===== config.mk =====
export PLATFORM = sky130hd
export DESIGN_NAME = dma_dispatcher
export DESIGN_NICKNAME = d
export VERILOG_FILES = /design/src/rtl/dma_pkg.sv /design/src/rtl/dma_desc_fifo.sv /design/src/rtl/dma_dispatcher.sv
export SDC_FILE = /design/constraint.sdc
export NUM_CORES = 2
export LEC_CHECK = 0
export CORE_UTILIZATION = 45
export CTS_CLUSTER_SIZE = 16
export DETAILED_ROUTE_END_ITERATION = 7
export SYNTH_ARGS = -nofsm -noshare
export SYNTH_HDL_FRONTEND = slang
export SYNTH_SLANG_ARGS = --single-unit

===== constraint.sdc =====
create_clock -name clk -period 15 [get_ports clk]
set_clock_uncertainty 0.2 [all_clocks]
set_input_delay 1.5 -clock clk [delete_from_list [all_inputs] [get_ports clk]]
set_output_delay 1.5 -clock clk [all_outputs]
set_load 0.05 [all_outputs]

===== src/rtl/dma_pkg.sv =====
// Shared types for the DMA dispatcher: FSM encoding, descriptor payload and FIFO depth default.
package dma_pkg;

    localparam int unsigned DMA_ADDR_W                = 64;
    localparam int unsigned DMA_LEN_W                 = 32;
    localparam int unsigned DMA_DESCRIPTOR_FIFO_DEPTH = 16;

    typedef enum logic [1:0] {
        IDLE      = 2'd0,
        ISSUE     = 2'd1,
        WAIT_DONE = 2'd2,
        HALT      = 2'd3
    } t_disp_state;

    typedef struct packed {
        logic [DMA_ADDR_W-1:0] src;
        logic [DMA_ADDR_W-1:0] dst;
        logic [DMA_LEN_W-1:0]  len;
    } t_dma_desc;

endpackage


===== src/rtl/dma_desc_fifo.sv =====
// Synchronous descriptor FIFO with flush; flags and level are registered, head is a
// combinational read of the entry at the read pointer.
module dma_desc_fifo
    import dma_pkg::*;
#(
    parameter  int unsigned DEPTH = DMA_DESCRIPTOR_FIFO_DEPTH,
    localparam int unsigned AW    = $clog2(DEPTH),
    localparam int unsigned LW    = AW + 1
) (
    input  logic          clk,
    input  logic          reset_n,
    input  logic          flush,
    input  logic          push,
    input  t_dma_desc     wdata,
    input  logic          pop,
    output t_dma_desc     head_c,
    output logic          empty,
    output logic          full,
    output logic [LW-1:0] level,
    output logic [LW-1:0] level_next_c
);

    t_dma_desc     mem [DEPTH];
    logic [AW-1:0] wr_ptr;
    logic [AW-1:0] rd_ptr;
    logic          push_ok;
    logic          pop_ok;
    logic [LW-1:0] level_d;

    assign push_ok      = push & ~full & ~flush;
    assign pop_ok       = pop & ~empty & ~flush;
    assign head_c       = mem[rd_ptr];
    assign level_next_c = level_d;

    always_comb begin
        level_d = level;
        if (flush) begin
            level_d = '0;
        end else if (push_ok && !pop_ok) begin
            level_d = level + LW'(1);
        end else if (pop_ok && !push_ok) begin
            level_d = level - LW'(1);
        end
    end

    always_ff @(posedge clk) begin
        if (push_ok) begin
            mem[wr_ptr] <= wdata;
        end
    end

    always_ff @(posedge clk or negedge reset_n) begin
        if (!reset_n) begin
            wr_ptr <= '0;
            rd_ptr <= '0;
            level  <= '0;
            empty  <= 1'b1;
            full   <= 1'b0;
        end else begin
            if (flush) begin
                wr_ptr <= '0;
                rd_ptr <= '0;
            end else begin
                if (push_ok) wr_ptr <= wr_ptr + AW'(1);
                if (pop_ok)  rd_ptr <= rd_ptr + AW'(1);
            end
            level <= level_d;
            empty <= (level_d == '0);
            full  <= (level_d == LW'(DEPTH));
        end
    end

endmodule


===== src/rtl/dma_dispatcher.sv =====
// Buffers descriptors and issues one read + one write command per descriptor, then waits
// for both completions. Optional cycle counter: define DMA_DISPATCHER_PERF_CNTR_EN.
module dma_dispatcher
    import dma_pkg::*;
#(
    parameter  int unsigned ADDR_W     = DMA_ADDR_W,
    parameter  int unsigned LEN_W      = DMA_LEN_W,
    parameter  int unsigned FIFO_DEPTH = DMA_DESCRIPTOR_FIFO_DEPTH,
    parameter  int unsigned CNT_W      = 16,
    localparam int unsigned LVL_W      = $clog2(FIFO_DEPTH) + 1
) (
    input  logic              clk,
    input  logic              reset_n,
    input  logic              desc_go,
    input  logic [ADDR_W-1:0] desc_src,
    input  logic [ADDR_W-1:0] desc_dst,
    input  logic [LEN_W-1:0]  desc_len,
    input  logic              ctl_stop,
    input  logic              ctl_soft_reset,
    input  logic              ctl_stop_on_err,
    output logic              rd_cmd_valid,
    input  logic              rd_cmd_ready,
    output logic              wr_cmd_valid,
    input  logic              wr_cmd_ready,
    output logic [ADDR_W-1:0] cmd_src,
    output logic [ADDR_W-1:0] cmd_dst,
    output logic [LEN_W-1:0]  cmd_len,
    input  logic              rd_done,
    input  logic              wr_done,
    input  logic              rd_err,
    input  logic              wr_err,
    output logic              busy,
    output logic              fifo_empty,
    output logic              fifo_full,
    output logic [LVL_W-1:0]  fifo_level,
    output logic [CNT_W-1:0]  desc_count,
    output logic              stopped_on_error,
    output logic              overflow,
    output t_disp_state       state
`ifdef DMA_DISPATCHER_PERF_CNTR_EN
    ,
    output logic [31:0]       perf_cycles
`endif
);

    t_disp_state       state_d;
    logic              rd_vld_d, wr_vld_d;
    logic [ADDR_W-1:0] src_d, dst_d;
    logic [LEN_W-1:0]  len_d;
    logic              rd_flag, wr_flag, err_flag;
    logic              rd_flag_d, wr_flag_d, err_d;
    logic [CNT_W-1:0]  count_d;
    logic              stopped_d, overflow_d, busy_d;
    logic              pop;
    t_dma_desc         wdata;
    t_dma_desc         head_c;
    logic [LVL_W-1:0]  level_next_c;

    always_comb begin
        wdata.src = DMA_ADDR_W'(desc_src);
        wdata.dst = DMA_ADDR_W'(desc_dst);
        wdata.len = DMA_LEN_W'(desc_len);
    end

    dma_desc_fifo #(.DEPTH(FIFO_DEPTH)) u_fifo (
        .clk          (clk),
        .reset_n      (reset_n),
        .flush        (ctl_soft_reset),
        .push         (desc_go),
        .wdata        (wdata),
        .pop          (pop),
        .head_c       (head_c),
        .empty        (fifo_empty),
        .full         (fifo_full),
        .level        (fifo_level),
        .level_next_c (level_next_c)
    );

    // Next-state and registered-output logic; soft reset overrides everything last.
    always_comb begin
        state_d    = state;
        rd_vld_d   = rd_cmd_valid;
        wr_vld_d   = wr_cmd_valid;
        src_d      = cmd_src;
        dst_d      = cmd_dst;
        len_d      = cmd_len;
        rd_flag_d  = rd_flag;
        wr_flag_d  = wr_flag;
        err_d      = err_flag;
        count_d    = desc_count;
        stopped_d  = stopped_on_error;
        overflow_d = overflow | (desc_go & fifo_full);
        pop        = 1'b0;

        case (state)
            IDLE: begin
                if (!fifo_empty && !ctl_stop && !stopped_on_error) begin
                    pop       = 1'b1;
                    src_d     = ADDR_W'(head_c.src);
                    dst_d     = ADDR_W'(head_c.dst);
                    len_d     = LEN_W'(head_c.len);
                    rd_vld_d  = 1'b1;
                    wr_vld_d  = 1'b1;
                    rd_flag_d = 1'b0;
                    wr_flag_d = 1'b0;
                    err_d     = 1'b0;
                    state_d   = ISSUE;
                end
            end
            ISSUE: begin
                // An engine may finish before its partner has accepted its command.
                if (!rd_cmd_valid && rd_done) begin
                    rd_flag_d = 1'b1;
                    err_d     = err_d | rd_err;
                end
                if (!wr_cmd_valid && wr_done) begin
                    wr_flag_d = 1'b1;
                    err_d     = err_d | wr_err;
                end
                rd_vld_d = rd_cmd_valid & ~rd_cmd_ready;
                wr_vld_d = wr_cmd_valid & ~wr_cmd_ready;
                if (!rd_vld_d && !wr_vld_d) begin
                    state_d = WAIT_DONE;
                end
            end
            WAIT_DONE: begin
                if (rd_done) begin
                    rd_flag_d = 1'b1;
                    err_d     = err_d | rd_err;
                end
                if (wr_done) begin
                    wr_flag_d = 1'b1;
                    err_d     = err_d | wr_err;
                end
                if (rd_flag_d && wr_flag_d) begin
                    count_d = desc_count + CNT_W'(1);
                    if (err_d && ctl_stop_on_err) begin
                        state_d   = HALT;
                        stopped_d = 1'b1;
                    end else begin
                        state_d = IDLE;
                    end
                end
            end
            default: begin
            end
        endcase

        if (ctl_soft_reset) begin
            state_d    = IDLE;
            rd_vld_d   = 1'b0;
            wr_vld_d   = 1'b0;
            src_d      = '0;
            dst_d      = '0;
            len_d      = '0;
            rd_flag_d  = 1'b0;
            wr_flag_d  = 1'b0;
            err_d      = 1'b0;
            count_d    = '0;
            stopped_d  = 1'b0;
            overflow_d = 1'b0;
            pop        = 1'b0;
        end
    end

    assign busy_d = ~ctl_soft_reset & ((state_d != IDLE) | (level_next_c != '0));

    always_ff @(posedge clk or negedge reset_n) begin
        if (!reset_n) begin
            state            <= IDLE;
            rd_cmd_valid     <= 1'b0;
            wr_cmd_valid     <= 1'b0;
            cmd_src          <= '0;
            cmd_dst          <= '0;
            cmd_len          <= '0;
            rd_flag          <= 1'b0;
            wr_flag          <= 1'b0;
            err_flag         <= 1'b0;
            desc_count       <= '0;
            stopped_on_error <= 1'b0;
            overflow         <= 1'b0;
            busy             <= 1'b0;
        end else begin
            state            <= state_d;
            rd_cmd_valid     <= rd_vld_d;
            wr_cmd_valid     <= wr_vld_d;
            cmd_src          <= src_d;
            cmd_dst          <= dst_d;
            cmd_len          <= len_d;
            rd_flag          <= rd_flag_d;
            wr_flag          <= wr_flag_d;
            err_flag         <= err_d;
            desc_count       <= count_d;
            stopped_on_error <= stopped_d;
            overflow         <= overflow_d;
            busy             <= busy_d;
        end
    end

`ifdef DMA_DISPATCHER_PERF_CNTR_EN
    logic [31:0] perf_d;

    // Counts cycles of the in-flight descriptor; frozen once back in IDLE or HALT.
    always_comb begin
        perf_d = perf_cycles;
        if (pop) begin
            perf_d = '0;
        end else if ((state == ISSUE || state == WAIT_DONE) && perf_cycles != '1) begin
            perf_d = perf_cycles + 32'd1;
        end
        if (ctl_soft_reset) begin
            perf_d = '0;
        end
    end

    always_ff @(posedge clk or negedge reset_n) begin
        if (!reset_n) begin
            perf_cycles <= '0;
        end else begin
            perf_cycles <= perf_d;
        end
    end
`endif

endmodule


==> impl_metrics.py <==
metrics = {
    "run_status": {
        "outcome": "complete, no violations",
    },
    "sta": {
        "hold_slack_ns": 0.273,
        "totalNegativeSetupSlack_ns": 0,
        "final_hold_viol_count": 0,
        "rsz0062_at_grt": "no",
        "setup_viol": 0,
        "finalCritPeriodShare": 0.378,
        "min_period_ns": 5.66,
        "drv_slew": 0,
        "tightestPinTransition_ns": 1.19,
        "slew_headroom": 0.208,
        "fmax_mhz": 177,
    },
    "setup_path": {
        "crit_arrival_ns": 5.98,
        "startpoint_type": "input port",
        "critPathKind": "input port to flop",
        "slowest_delay_ns": 0.79,
        "crit_fanout": 46,
        "worstPathRequired_ns": 15.32,
        "path_cells": "clkdlybuf4s50_1 -> nor2b_1 -> nand2_1 -> nor3_1 -> and2_4 -> buf_4 -> buf_4",
        "cpMostUsedCell": "buf_4",
        "cp_slowest_cell": "buf_4",
        "endpoint_kind": "flop",
    },
    "die": {
        "fp.coreArea_um2": 230000,
        "initial_core_util": 0.453,
        "ios": 362,
        "die-area_um2": 234000,
        "die-width_um": 484,
        "row_count": 176,
        "die_y_um": 484,
    },
    "yosys": {
        "ys_ff_latch": 2761,
        "yosysUniqueCellTypes": 52,
        "synth_top_area_cell": "edfxtp_1",
        "yosysTopAreaCellShare": 0.736,
        "synth_flop_cell": "edfxtp_1",
        "ys_seq_area_frac": 0.784,
        "async_reset_ff_frac": 0.0728,
        "syn_inst": 4508,
        "syn_area_per_cell_um2": 23.2,
        "syn_area_um2": 104000,
        "ys_warn_count": 0,
        "syn-num-nets": 4692,
        "synth_edf_count": 2560,
        "ys_top_cells_by_area": "edfxtp_1 74%, mux4_2 17%, dfrtp_1 4.8%, nand2_1 1.2%, a21oi_1 0.84%",
    },
    "global_routing": {
        "grt_overflow": 0,
        "antenna_found_initial": 55,
        "grt_max_degree": 144,
        "track_usage": 0.212,
        "grt_pass1_wl_um": 359000,
        "grt_pass1_vias": 50300,
    },
    "routing": {
        "route.detailed.drc": 0,
        "firstDrtPassIters": 5,
        "drtIter0Drc": 4640,
        "wl_per_cell_um": 29.9,
        "ant_nets": 0,
        "vias": 48400,
        "vias_per_cell": 5.85,
        "routed_wl_um": 247000,
    },
    "pwr": {
        "leakage_nw": 37.4,
        "power_density_nw_per_um2": 155,
        "ir_worst_vdd_mv": 0.125,
    },
    "cts": {
        "clock_path_buffers": 4,
        "post_cts_buffers": 0,
        "post_cts_resize_count": 0,
        "numCtsBuffers": 303,
        "clk_latency_ns": 0.95,
        "ctsHoldBuffers": 0,
        "clk_pin_slew_ns": 0.06,
        "clock_sinks": 2761,
        "ctsRootBufferMaster": "clkbuf_16",
        "cts_tree": "built",
        "h-tree-depth": 5,
    },
    "final_layout": {
        "area_growth_pct": 15.9,
        "finalNetCount": 5197,
        "fin_util": 0.526,
        "finalNonFillerCells": 8277,
        "layout-drive-gt1-share": 0.255,
        "n_fill_cell": 17700,
    },
    "placement": {
        "globalplace.congestion": 0.737,
        "hpwl_um": 130000,
        "portBuffers": 361,
        "place_inst": 7734,
    },
    "hold_path": {
        "hold_path.class": "input port to asynchronous set/reset pin",
    },
    "run": {
        "maxCapViolations": 0,
    },
}
path summary, 6_finish.rpt:
| check | from | end | slack, ns | depth (start not counted) |
|---|---|---|---|---|
| worst max register to register | u_fifo.rd_ptr[0]$_DFFE_PN0P_ | cmd_src[58]$_DFFE_PN0P_ | 9.88 | 7 |
| worst max-delay path | desc_go | u_fifo.mem[7][87]$_DFFE_PP_ | 9.34 | 7 |
| max in group asynchronous | reset_n | cmd_len[19]$_DFFE_PN0P_ | 12.10 | 3 |
| worst min-delay path | reset_n | u_fifo.wr_ptr[0]$_DFFE_PN0P_ | 0.27 | 1 |
| min in group clk | cmd_dst[57]$_DFFE_PN0P_ | cmd_dst[57]$_DFFE_PN0P_ | 0.32 | 2 |
| worst min register to register | cmd_dst[57]$_DFFE_PN0P_ | cmd_dst[57]$_DFFE_PN0P_ | 0.32 | 2 |
flip-flops by register name (all words and copies together) (netlist names), 2 cells and up:
name and flops:
u_fifo.mem 2560, cmd_dst 64, cmd_src 64, cmd_len 32, desc_count 16, u_fifo.level 5
u_fifo.rd_ptr 4, u_fifo.wr_ptr 4, state 2
worst max-delay path: cells and delay by family:
kind | cells | cell delay, ns
AND/OR/NAND/NOR | 4 | 2.14
buffers and inverters | 3 | 2.22
metal layers:
layer	track usage	share of wire	vias up
met1	0.299	0.42	26400
li1	-	-	19900
met5	0	0.0014	-
met3	0.0446	0.065	414
met2	0.340	0.49	1577
met4	0.0530	0.021	56
area by class of cell:
cell class                      instances  area [um^2]  area share
Clock inverter                        153         1420      0.0118
Inverter                                8         30.0    0.000248
Clock buffer                          377         8080      0.0667
Timing Repair Buffer                  445         4390      0.0363
Multi-Input combinational cell       1494        21400       0.177
Tap cell                             3026         3790      0.0313
Sequential cell                      2761        81900       0.677
Antenna cell                           13         32.5    0.000269
placed cells by master (no fill, tap or decap), drive strengths merged, types with 3 or more instances in the layout:
| cell | n |
|---|---|
| dfrtp | 200 |
| and2 | 13 |
| or2 | 3 |
| clkbuf | 377 |
| o21ai | 12 |
| nand3b | 3 |
| nor2 | 38 |
| ha | 12 |
| and3 | 3 |
| clkdlybuf4s50 | 359 |
| edfxtp | 2560 |
| clkinvlp | 12 |
| nand3 | 9 |
| diode | 13 |
| nand2b | 5 |
| nand2 | 347 |
| clkinv | 111 |
| xnor2 | 4 |
| xor2 | 16 |
| or3 | 3 |
| nand4 | 5 |
| a21oi | 177 |
| nor2b | 5 |
| nor3 | 11 |
| mux4 | 800 |
| bufinv | 24 |
| inv | 14 |
| buf | 86 |
power breakdown:
group          leakage [nW]  total, mW  switching, mW  internal, mW
Clock                  4.64       7.13           2.90          4.23
Combinational          6.90       2.93           1.61          1.32
Sequential             25.8       8.71          0.132          8.57
synth_stat cells (12+ instances only):
cell and number:
buf_1 12, nor2_1 38, and2_1 13, xor2_1 16
ha_1 12, nand2_1 347, edfxtp_1 2560, clkbuf_1 155
dfrtp_1 200, mux4_2 800, buf_2 43, a21oi_1 176
buf_4 22, buf_6 12
cell families after synthesis:
| group | share of synthesized area |
|---|---|
| compound gates | 0.0106 |
| xor+xnor | 0.00168 |
| fa+ha+maj | 0.00144 |
| buf+inv | 0.0113 |
| flops | 0.784 |
| mux | 0.173 |
| simple gates | 0.0180 |
through the flow:
| step | cell area [um^2] | total power [mW] | setup slack [ns] |
|---|---|---|---|
| 2_1_floorplan | 104000 | 11.0 | 0.853 |
| 4_1_cts | 121000 | 19.0 | 9.30 |
| 3_3_place_gp | 112000 | 11.8 | 8.32 |
| 5_1_grt | 121000 | 19.4 | 9.12 |
| 6_report | 121000 | 18.8 | 9.34 |
| 3_5_place_dp | 112000 | 11.9 | 8.35 |
No activity file was read; power rests on OpenSTA's default activity.
